--- src/rtl/team_06_voice_ctrl.sv ---
// Talk/listen floor controller: conditions four buttons, runs the LIST/TALK/HOLD
// noise-gated FSM and drives the volume/effect path enables.
module team_06_voice_ctrl #(
  parameter int unsigned AUD_W     = 8,
  parameter int unsigned N_EFFECTS = 5,
  parameter int unsigned EFF_W     = 3,
  parameter int unsigned NG_OPEN   = 64,
  parameter int unsigned NG_CLOSE  = 48,
  parameter int unsigned HOLD_CYC  = 1024,
  parameter int unsigned DB_CYC    = 4
) (
  input  logic             clk,
  input  logic             rst,
  input  logic [AUD_W-1:0] mic_aud,
  input  logic [AUD_W-1:0] spk_aud,
  input  logic             ptt_btn,
  input  logic             ng_btn,
  input  logic             eff_btn,
  input  logic             mute_btn,
  output logic [1:0]       state,
  output logic             vol_en,
  output logic             eff_en,
  output logic [EFF_W-1:0] current_effect,
  output logic             mute_tog,
  output logic             ng_tog
);

  localparam int unsigned DB_W = $clog2(DB_CYC + 1);
  localparam int unsigned HC_W = $clog2(HOLD_CYC + 1);

  localparam int unsigned BtnPtt  = 0;
  localparam int unsigned BtnNg   = 1;
  localparam int unsigned BtnEff  = 2;
  localparam int unsigned BtnMute = 3;

  typedef enum logic [1:0] {
    StList = 2'b00,
    StTalk = 2'b01,
    StHold = 2'b10
  } state_e;

  // ---------------------------------------------------------------------------
  // Button conditioning
  // ---------------------------------------------------------------------------
  logic [3:0]           btn_raw;
  logic [3:0]           sync1_q, sync2_q;
  logic [3:0]           db_q, db_d;
  logic [3:0][DB_W-1:0] db_cnt_q, db_cnt_d;
  logic [3:1]           press_q, press_d;

  assign btn_raw = {mute_btn, eff_btn, ng_btn, ptt_btn};

  always_ff @(posedge clk or posedge rst) begin
    if (rst) begin
      sync1_q  <= '0;
      sync2_q  <= '0;
      db_q     <= '0;
      db_cnt_q <= '0;
      press_q  <= '0;
    end else begin
      sync1_q  <= btn_raw;
      sync2_q  <= sync1_q;
      db_q     <= db_d;
      db_cnt_q <= db_cnt_d;
      press_q  <= press_d;
    end
  end

  // Count only while the synced level disagrees; any agreement restarts the count.
  always_comb begin
    db_d     = db_q;
    db_cnt_d = '0;
    for (int i = 0; i < 4; i++) begin
      if (sync2_q[i] != db_q[i]) begin
        if (db_cnt_q[i] == DB_W'(DB_CYC - 1)) begin
          db_d[i] = sync2_q[i];
        end else begin
          db_cnt_d[i] = db_cnt_q[i] + 1'b1;
        end
      end
    end
  end

  always_comb begin
    press_d = '0;
    for (int i = 1; i < 4; i++) begin
      press_d[i] = sync2_q[i] && !db_q[i] && (db_cnt_q[i] == DB_W'(DB_CYC - 1));
    end
  end

  logic ptt, ng_press, eff_press, mute_press;

  assign ptt        = db_q[BtnPtt];
  assign ng_press   = press_q[BtnNg];
  assign eff_press  = press_q[BtnEff];
  assign mute_press = press_q[BtnMute];

  // ---------------------------------------------------------------------------
  // Toggles and effect selector
  // ---------------------------------------------------------------------------
  logic             mute_q, mute_d;
  logic             ng_q, ng_d;
  logic [EFF_W-1:0] effect_q, effect_d;

  always_comb begin
    mute_d = mute_q ^ mute_press;
    ng_d   = ng_q ^ ng_press;
    if (32'(effect_q) >= N_EFFECTS) begin
      effect_d = '0;
    end else if (eff_press) begin
      effect_d = (32'(effect_q) == N_EFFECTS - 1) ? '0 : effect_q + EFF_W'(1);
    end else begin
      effect_d = effect_q;
    end
  end

  always_ff @(posedge clk or posedge rst) begin
    if (rst) begin
      mute_q   <= 1'b0;
      ng_q     <= 1'b0;
      effect_q <= '0;
    end else begin
      mute_q   <= mute_d;
      ng_q     <= ng_d;
      effect_q <= effect_d;
    end
  end

  // ---------------------------------------------------------------------------
  // Floor-control FSM
  // ---------------------------------------------------------------------------
  logic gate_open, gate_close, spk;

  assign gate_open  = 32'(mic_aud) >= NG_OPEN;
  assign gate_close = 32'(mic_aud) < NG_CLOSE;
  assign spk        = spk_aud != '0;

  state_e          state_q, state_d;
  logic [HC_W-1:0] hold_cnt_q, hold_cnt_d;
  logic            hold_last;
  logic            vol_en_q, vol_en_d;
  logic            eff_en_q, eff_en_d;

  assign hold_last = hold_cnt_q == HC_W'(HOLD_CYC - 1);

  always_ff @(posedge clk or posedge rst) begin
    if (rst) begin
      state_q    <= StList;
      hold_cnt_q <= '0;
    end else begin
      state_q    <= state_d;
      hold_cnt_q <= hold_cnt_d;
    end
  end

  // Decisions use the pre-edge ng toggle, so a same-cycle ng press acts next cycle.
  always_comb begin
    state_d = state_q;
    unique case (state_q)
      StList: begin
        if (spk)                    state_d = StList;
        else if (ptt)               state_d = StTalk;
        else if (ng_q && gate_open) state_d = StTalk;
      end
      StTalk: begin
        if (ptt)             state_d = StTalk;
        else if (spk)        state_d = StList;
        else if (!ng_q)      state_d = StList;
        else if (gate_close) state_d = StHold;
      end
      StHold: begin
        if (ptt)            state_d = StTalk;
        else if (spk)       state_d = StList;
        else if (!ng_q)     state_d = StList;
        else if (gate_open) state_d = StTalk;
        else if (hold_last) state_d = StList;
      end
      default: state_d = StList;
    endcase
  end

  always_comb begin
    hold_cnt_d = hold_cnt_q;
    if (state_d == StHold && state_q != StHold) begin
      hold_cnt_d = '0;
    end else if (state_q == StHold && !hold_last) begin
      hold_cnt_d = hold_cnt_q + 1'b1;
    end
  end

  // Enables decode from next-state values so they move on the same edge as state.
  always_comb begin
    vol_en_d = (state_d == StList) && !mute_d;
    eff_en_d = (state_d != StList) && (effect_d != '0);
  end

  always_ff @(posedge clk or posedge rst) begin
    if (rst) begin
      vol_en_q <= 1'b0;
      eff_en_q <= 1'b0;
    end else begin
      vol_en_q <= vol_en_d;
      eff_en_q <= eff_en_d;
    end
  end

  assign state          = state_q;
  assign vol_en         = vol_en_q;
  assign eff_en         = eff_en_q;
  assign current_effect = effect_q;
  assign mute_tog       = mute_q;
  assign ng_tog         = ng_q;

endmodule

--- config.mk ---
export PLATFORM = sky130hd
export DESIGN_NAME = team_06_voice_ctrl
export DESIGN_NICKNAME = d
export VERILOG_FILES = /design/src/rtl/team_06_voice_ctrl.sv
export SDC_FILE = /design/constraint.sdc
export NUM_CORES = 1
export LEC_CHECK = 0
export CAP_MARGIN = 20
export CORE_ASPECT_RATIO = 1.25
export CORE_MARGIN = 2
export CORE_UTILIZATION = 24
export CTS_CLUSTER_DIAMETER = 50
export DETAILED_ROUTE_END_ITERATION = 10
export DONT_BUFFER_PORTS = 1
export PLACE_DENSITY = 0.38
export SYNTH_ARGS = -nofsm -noshare
export SYNTH_HDL_FRONTEND = slang
export SYNTH_SLANG_ARGS = --single-unit
--- constraint.sdc ---
create_clock -name clk -period 2.9 [get_ports clk]
set_input_delay 0.58 -clock clk [delete_from_list [all_inputs] [get_ports clk]]
set_output_delay 0.58 -clock clk [all_outputs]
set_load 0.05 [all_outputs]
==> results of run 1 <==
## power by group
part	switching (mW)	internal (mW)
Sequential	0.205	0.765
Clock	0.216	0.168
Combinational	0.150	0.145
Total	0.571	1.08
## registers in the layout (all words and copies together) (netlist names)
name,cells
mute_tog,1
eff_en,1
sync2_q,4
sync1_q,4
db_cnt_q,12
current_effect,3
db_q,4
state,2
vol_en,1
press_q,3
ng_tog,1
hold_cnt_q,11
## area by class of cell
cell class,count,area [sq um],area share
clock buffer,5,68.8,0.0291
clock inverter,3,20.0,0.00847
timing repair buffer,2,27.5,0.0116
multi-input combinational,118,888,0.376
tap,120,150,0.0635
inverter,9,33.8,0.0143
sequential,47,1180,0.497
## path summary, 6_finish.rpt
check	from	to	cells after the start
min in group clk	ptt_btn	sync1_q[0]	0
setup / recovery	current_effect[0]	eff_en	5
hold reg to reg	sync1_q[1]	sync2_q[1]	0
max in group asynchronous	rst	press_q[1]	2
hold / removal	rst	db_cnt_q[6]	1
setup reg to reg	current_effect[0]	eff_en	5
## per-layer routing
metal	global-route usage	part of all wire	up-vias	wire, um
met4	0.0374	0.019	0	71
met1	0.113	0.47	662	1760
li1	-	-	649	-
met2	0.141	0.47	28	1750
met3	0.0204	0.046	7	174
met5	0	0	-	0
## per-stage QoR
| stage | instance area [sq um] | instances | utilization | hold slack, ns |
|---|---|---|---|---|
| 6_report | 2360 | 304 | 0.275 | 0.0521 |
| 5_1_grt | 2360 | 304 | 0.275 | 0.0414 |
| 4_1_cts | 2340 | 303 | 0.272 | 0.291 |
| 3_5_place_dp | 2260 | 295 | 0.262 | 0.336 |
| 3_3_place_gp | 2260 | 295 | 0.262 | 0.335 |
| 2_1_floorplan | 2110 | 175 | - | 0.331 |
## cells in the mapped netlist, drive strengths merged, types with 2 or more instances
| library cell | count | area, sq um |
|---|---|---|
| mux2 | 2 | 22.5 |
| nand3 | 5 | 35.0 |
| nor2 | 6 | 25.0 |
| nor2b | 10 | 62.6 |
| or3 | 6 | 43.8 |
| ha | 11 | 138 |
| nand2b | 2 | 20.0 |
| and2 | 3 | 18.8 |
| nand2 | 8 | 30.0 |
| a211oi | 2 | 15.0 |
| inv | 9 | 33.8 |
| nor3 | 9 | 45.0 |
| o41ai | 3 | 45.1 |
| dfrtp | 47 | 1180 |
| o21ai | 11 | 55.1 |
| o31ai | 3 | 22.5 |
| xor2 | 2 | 17.5 |
| nor3b | 7 | 52.6 |
| o21bai | 2 | 15.0 |
| nor4 | 3 | 31.3 |
| a21oi | 7 | 35.0 |
## cell families after synthesis
group,after synthesis,share of synthesized area
AOI/OAI and AO/OA,34,0.118
muxes,3,0.0154
and+or+nand+nor,67,0.210
adders and majority gates,11,0.0654
DFF,47,0.559
buffers and inverters,10,0.0196
xor gates and xnor gates,3,0.0125
==> metrics, run 1 <==
status=finished clean; cts hold-fix bufs=0; Antenna Cells=0; Clock Pin Slew Worst Setup and Hold Paths=approximately 0.090 ns; share of cells above drive strength 1=0.136; number of enable flip-flop cells after synthesis=0; Syn. warnings=0; Initial DRC Count=53; CP Max Fanout=7; P per Cell Area=~700 mW/mm^2; asr flop ratio synth=1.00; CTS Buf Count=5; relative slew slack=0.496; drt first pass iters=4; slowest stage delay, CP=roughly 0.75 ns; post-route setup slack=between 0.8 and 0.9 ns; MaxCap Viol Count=0; CP max-delay cell=dfrtp_1; clk root buf=clkbuf_8; Post-CTS Resized=0; most common cell after layout, fill and taps aside=dfrtp_1; synth unique cells=45; critical path's top delay family=flip-flops; Post-DP HPWL=roughly 2800 um; CP endpoint kind=flip-flop; commonest non-fill, non-tap cells in the layout=47 x dfrtp_1, 11 x o21ai_0, 11 x ha_1; Mean Syn Cell Area=roughly 12 sq um; Die H=around 110 um; LEAKAGE=approximately 1 nW; I/O Buffers=0; CTS tree=yes; WP data required=slightly above 3 ns; pre-CTS WS=~0.9 ns; routability cong.=about 0.67; Startpoint Class=flip-flop; initial antenna violation count=0; gr usage total=0.0880; clock sink total=47; Layout Skew=approximately 0.0053 ns; fill count=902; final slew viol count=0; Final period util=0.698; post-synthesis register bit count=47; crit path DAT=about 2.2 ns; Fin. Hold Viols=0; antenna-violating nets left=0; kind of critical path=flip-flop to flip-flop; RSZ-0062 raised after global routing=false; Overflow after GRT=0; Min-Delay Path Class=primary input to asynchronous set/reset pin; slew at the pin closest to its max-slew limit=~0.76 ns; crit path cell chain=ha_1, nor3_1, nand2b_1, a32o_1, o32a_1; pin count of the biggest net entering global routing=48; setup_tns=0 ns; die extent in x=87.8 um; first-pass GRT wire length=~6600 um; DRC=0; Peak Freq=around 500 MHz; sequential fraction of the synthesis area=0.559; total design power=around 1.6 mW; Vias/cell=4.43; Layout Nets=~220; internal reg-to-reg setup slack=slightly below 0.9 ns; Mapped Nets=about 210; Syn Std Cell Area=about 0.0021 sq mm; num rows=38; # IOs=31; maximum VDD drop=0.248 mV; postcts setup bufs=0; core area=between 0.008 and 0.009 sq mm; vias in the first global route=approximately 1400; Period minus WS final=2.02 ns; Starting Density=0.245; Routed WL per cell=about 12 um; area delta synth->final=12.3%; Final setup viols=0; H-tree lvl count=2; CP Buf/Inv Count=0; clk_lat worst skew=0.30 ns; clock buffer depth=2; Mapped Cells=175; DIE AREA=around 0.0095 sq mm; via count=about 1300; Synth Flop Type=dfrtp_1; Routed WL=~3800 um
Note: power is estimated with default switching activity, not from simulation.
==> run 2, diff against run 1 <==
PLACE_DENSITY = 0.39   (was 0.38)
clock period = 1.7 ns   (was 2.9 ns; I/O delays follow)
==> metrics, run 2 (synthesis gave the netlist of run 1 again) <==
routability cong.=0.707 (+6.1%); LEAKAGE=1.13 nW (+13%); P per Cell Area=1220 mW/mm^2 (+76%); Layout Nets=237 (+9.7%); Post-DP HPWL=2880 um (+3.1%); relative slew slack=0.671 (+0.176); most common cell after layout, fill and taps aside=dfrtp_1; clk_lat worst skew=0.29 ns (about the same); initial antenna violation count=0 (unchanged); drt first pass iters=4 (unchanged); vias in the first global route=1475 (+6.1%); Clock Pin Slew Worst Setup and Hold Paths=0.09 ns (about the same); CTS tree=yes; share of cells above drive strength 1=0.263 (+0.128); num rows=38 (unchanged); Antenna Cells=0 (unchanged); placed cells=314 (+6.4%); WP data required=1.93 ns (-1.16 ns); Vias/cell=4.38 (-1.2%); worst r2r src=state[0]; core area=0.00861 sq mm (unchanged); CP Max Fanout=6 (-1); CTS Buf Count=5 (unchanged); crit path from=state[0]; Post-Layout Cell Count=325 (+6.9%); Overflow after GRT=0 (unchanged); area delta synth->final=24.4%; clk root buf=clkbuf_8; Initial DRC Count=52 (-1.9%); Biggest register=db_cnt_q; maximum VDD drop=0.487 mV (+96%); clock buffer depth=2 (unchanged); kind of critical path=flip-flop to flip-flop; DRC=0 (unchanged); Starting Density=0.245 (unchanged); Final period util=0.962 (+0.264); post-route setup slack=0.0640 ns (-0.811 ns); Regs by FF count=db_cnt_q (12), hold_cnt_q (11); max reg flops=12 (unchanged); crit path DAT=1.87 ns (-0.35 ns); Min-Delay Path Class=primary input to flip-flop; Final setup viols=0 (unchanged); final slew viol count=0 (unchanged); Reg2Reg Depth=5 (unchanged); commonest non-fill, non-tap cells in the layout=43 x dfrtp_1, 20 x buf_4, 11 x o21ai_0; Routed WL per cell=12.2 um (-1.0%); worst hold slack=0.0632 ns (+0.0111 ns); gr usage total=0.0931 (+0.00508); hold path start=mute_btn; pin count of the biggest net entering global routing=48 (unchanged); DIE AREA=0.00954 sq mm (unchanged); Peak Freq=611 MHz (+24%); antenna-violating nets left=0 (unchanged); # IOs=31 (unchanged); slew at the pin closest to its max-slew limit=0.493 ns (-0.264 ns); via count=1422 (+5.6%); status=finished clean; RSZ-0062 raised after global routing=false; H-tree lvl count=2 (unchanged); CP endpoint kind=flip-flop; Layout Skew=0.00679 ns (+0.00145 ns); pre-CTS WS=0.0353 ns (-0.855 ns); first-pass GRT wire length=6890 um (+4.3%); clock sink total=47 (unchanged); Fin. Hold Viols=0 (unchanged); Die H=109 um (unchanged); setup_tns=0 ns (unchanged); Startpoint Class=flip-flop; Period minus WS final=1.64 ns (-0.389 ns); die extent in x=87.8 um (unchanged); Routed WL=3970 um (+5.8%); WHS Path Cells=0; I/O Buffers=0 (unchanged); MaxCap Viol Count=0 (unchanged)
==> run 2: changes by cell type in the layout (fill, tap and decap cells not counted), moves of 2 or more <==
cell | before | now
bufinv_16 | 0 | 2
dfrtp_2 | 0 | 4
clkinvlp_4 | 2 | 0
dfrtp_1 | 47 | 43
buf_4 | 1 | 20
==> run 2: report_power, final <==
part	switching [mW]	internal (mW)	leakage [nW]
Sequential	0.198	1.31	0.556
Combinational	0.416	0.310	0.505
Clock	0.382	0.588	0.0654
Total	0.996	2.21	1.13
==> run 2: layout make-up <==
type / instances / area (sq um)
Fill cell: 868 / 5990
Sequential cell: 47 / 1180
Multi-Input combinational cell: 118 / 930
Timing Repair Buffer: 23 / 191
Tap cell: 120 / 150
Clock buffer: 6 / 72.6
Clock inverter: 2 / 60.1
Inverter: 9 / 33.8
==> run 2: worst max-delay path, cell delays in order, from the launching register on <==
cell	delay (ns)
dfrtp_2	0.43
buf_6	0.13
nand2b_4	0.14
or3_4	0.41
or3_4	0.34
a21oi_2	0.12
==> run 2: repair_timing <==
action / CTS / global route
resized for setup: 0 / 8
endpoints found under the setup margin: 0 / 2
hold buffers: 1 / 0
setup buffers: 0 / 2
endpoints found under the hold margin: 47 / 0
==> run 2: per-stage QoR <==
| step | power (mW) | cell area, sq um | util |
|---|---|---|---|
| CTS | 3.26 | 2560 | 0.297 |
| finish | 3.21 | 2620 | 0.304 |
| global route | 3.42 | 2620 | 0.304 |
| detailed placement | 2.27 | 2420 | 0.281 |
| floorplan | 2.05 | 2110 | - |
| global placement | 2.26 | 2420 | 0.281 |
==> run 2: final timing paths <==
| path | to | slack [ns] |
|---|---|---|
| max | hold_cnt_q[8] | 0.06 |
| min | sync1_q[3] | 0.06 |
| max reg2reg | hold_cnt_q[8] | 0.06 |
| min reg2reg | sync2_q[2] | 0.35 |
| max in group asynchronous | state[1] | 0.93 |
| min in group asynchronous | sync2_q[2] | 0.53 |
==> run 2: per-layer routing <==
metal  vias to the layer above  global-route usage  share of wire
li1                        694                   -              -
met1                       697               0.106           0.41
met2                        26               0.167           0.53
met3                         5              0.0242          0.041
met4                         0              0.0297          0.014
met5                         -                   0              0
==> run 3, diff against run 2 <==
CORE_ASPECT_RATIO = not set   (was 1.25)
PLACE_DENSITY = 0.38   (was 0.39)
clock period = 1.8 ns   (was 1.7 ns; I/O delays follow)
==> metrics, run 3 (synthesis gave the netlist of run 1 again) <==
status=finished clean; first-pass GRT wire length=6560 um (-4.7%); area delta synth->final=15.9%; gr usage total=0.0867 (-0.00643); final slew viol count=0 (unchanged); Layout Skew=0.00710 ns (+0.000315 ns); total design power=2.79 mW (-13%); fill count=887 (+2.2%); Vias/cell=4.53 (+3.5%); RSZ-0062 raised after global routing=false; antenna-violating nets left=0 (unchanged); Antenna Cells=0 (unchanged); Final Cell Area=0.00244 sq mm (-6.8%); Min-Delay Path Class=primary input to asynchronous set/reset pin; CTS Buf Count=5 (unchanged); MaxCap Viol Count=0 (unchanged); clk_lat worst skew=0.30 ns (about the same); H-tree lvl count=2 (unchanged); Final period util=0.924 (-0.0387); routability cong.=0.797 (+13%); max reg flops=12 (unchanged); pin count of the biggest net entering global routing=28 (-42%); postcts setup bufs=0 (unchanged); Regs by FF count=db_cnt_q (12), hold_cnt_q (11); LEAKAGE=1.04 nW (-7.5%); Post-Layout Cell Count=300 (-7.7%); vias in the first global route=1372 (-7.0%); clk root buf=clkbuf_8; Starting Density=0.245 (+0.000356); clock sink total=47 (unchanged); Layout Nets=224 (-5.5%); worst r2r src=state[0]; setup_tns=0 ns (unchanged); share of cells above drive strength 1=0.193 (-0.0707); Clock Pin Slew Worst Setup and Hold Paths=0.09 ns (about the same); most common cell after layout, fill and taps aside=dfrtp_1; worst hold slack=0.0177 ns (-0.0455 ns); crit path DAT=1.90 ns (+0.03 ns); Final setup viols=0 (unchanged); relative slew slack=0.579 (-0.0919); die extent in x=97.7 um (+11%); internal reg-to-reg setup slack=0.14 ns (+0.07 ns); post-route setup slack=0.137 ns (+0.0734 ns); WP data required=2.04 ns (+0.11 ns); core area=0.00859 sq mm (-0.15%); P per Cell Area=1140 mW/mm^2 (-6.7%); Die H=97.7 um (-10%); CTS tree=yes; Post-DP HPWL=2920 um (+1.5%); Period minus WS final=1.66 ns (+0.0266 ns); I/O Buffers=0 (unchanged); Biggest register=db_cnt_q; pre-CTS WS=0.101 ns (+0.0662 ns); clock buffer depth=2 (unchanged); Routed WL per cell=13.0 um (+6.4%); Initial DRC Count=61 (+17%); drt first pass iters=4 (unchanged); maximum VDD drop=0.406 mV (-17%); Reg2Reg Depth=4 (-1); CP endpoint kind=flip-flop; placed cells=292 (-7.0%); Placed Area=0.00232 sq mm (-3.8%); Peak Freq=601 MHz (-1.6%); # IOs=31 (unchanged); Fin. Hold Viols=0 (unchanged); CP Max Fanout=10 (+4); reg2reg end=eff_en; fin util=0.284 (-0.0202); DIE AREA=0.00954 sq mm (about the same); via count=1359 (-4.4%); Overflow after GRT=0 (unchanged); commonest non-fill, non-tap cells in the layout=44 x dfrtp_1, 11 x o21ai_0, 10 x nor2b_1, 10 x ha_1; Routed WL=3900 um (-1.8%); Startpoint Class=flip-flop; kind of critical path=flip-flop to flip-flop; initial antenna violation count=0 (unchanged); num rows=34 (-11%); slew at the pin closest to its max-slew limit=0.630 ns (+0.137 ns); DRC=0 (unchanged)
## run 3: cell types whose count changed in the layout (fill, tap and decap cells not counted), sizes merged
cell / before / now
buf: 22 / 10
bufinv: 2 / 0
clkbuf: 6 / 7
clkinvlp: 0 / 1
dlygate4sd3: 1 / 0
## run 3: worst max-delay path by stage
stage / slack, ns / cells after the start / to / startpoint
after detailed placement: 0.10 / 5 / hold_cnt_q[6] / hold_cnt_q[1]
final: 0.14 / 4 / eff_en / state[0]
after global placement: 0.14 / 5 / hold_cnt_q[8] / hold_cnt_q[1]
after CTS: 0.08 / 5 / hold_cnt_q[6] / hold_cnt_q[1]
after floorplan: 0.05 / 4 / hold_cnt_q[7] / state[1]
after global routing: 0.01 / 4 / eff_en / state[0]
## run 3: final cells by class
type	count	area (sq um)	share of cell area
clock inverter	1	7.51	0.00308
tap	108	135	0.0554
multi-input combinational	118	901	0.369
clock buffer	7	96.3	0.0395
timing repair buffer	10	87.6	0.0359
inverter	9	33.8	0.0138
sequential	47	1180	0.483
## run 3: timing repair
| action | in CTS | in global routing |
|---|---|---|
| hold buffers | 0 | 0 |
| endpoints found under the setup margin | 0 | 2 |
| resized for setup | 0 | 2 |
## run 3: per-layer routing
metal | track usage | share of wire
met5 | 0 | 0
met3 | 0.0266 | 0.026
met2 | 0.152 | 0.53
met4 | 0.0353 | 0.017
met1 | 0.0978 | 0.43
## run 3: power by group
group | internal [mW] | leakage, nW | switching (mW)
sequential | 1.24 | 0.557 | 0.197
combinational | 0.273 | 0.434 | 0.385
clock | 0.349 | 0.0505 | 0.345
total | 1.86 | 1.04 | 0.928
## run 3: critical path, stage by stage, from the launching register on
cell and delay (ns):
dfrtp_2 0.48, nor4b_1 0.35, o41ai_1 0.16, a221oi_2 0.40
o32a_1 0.22
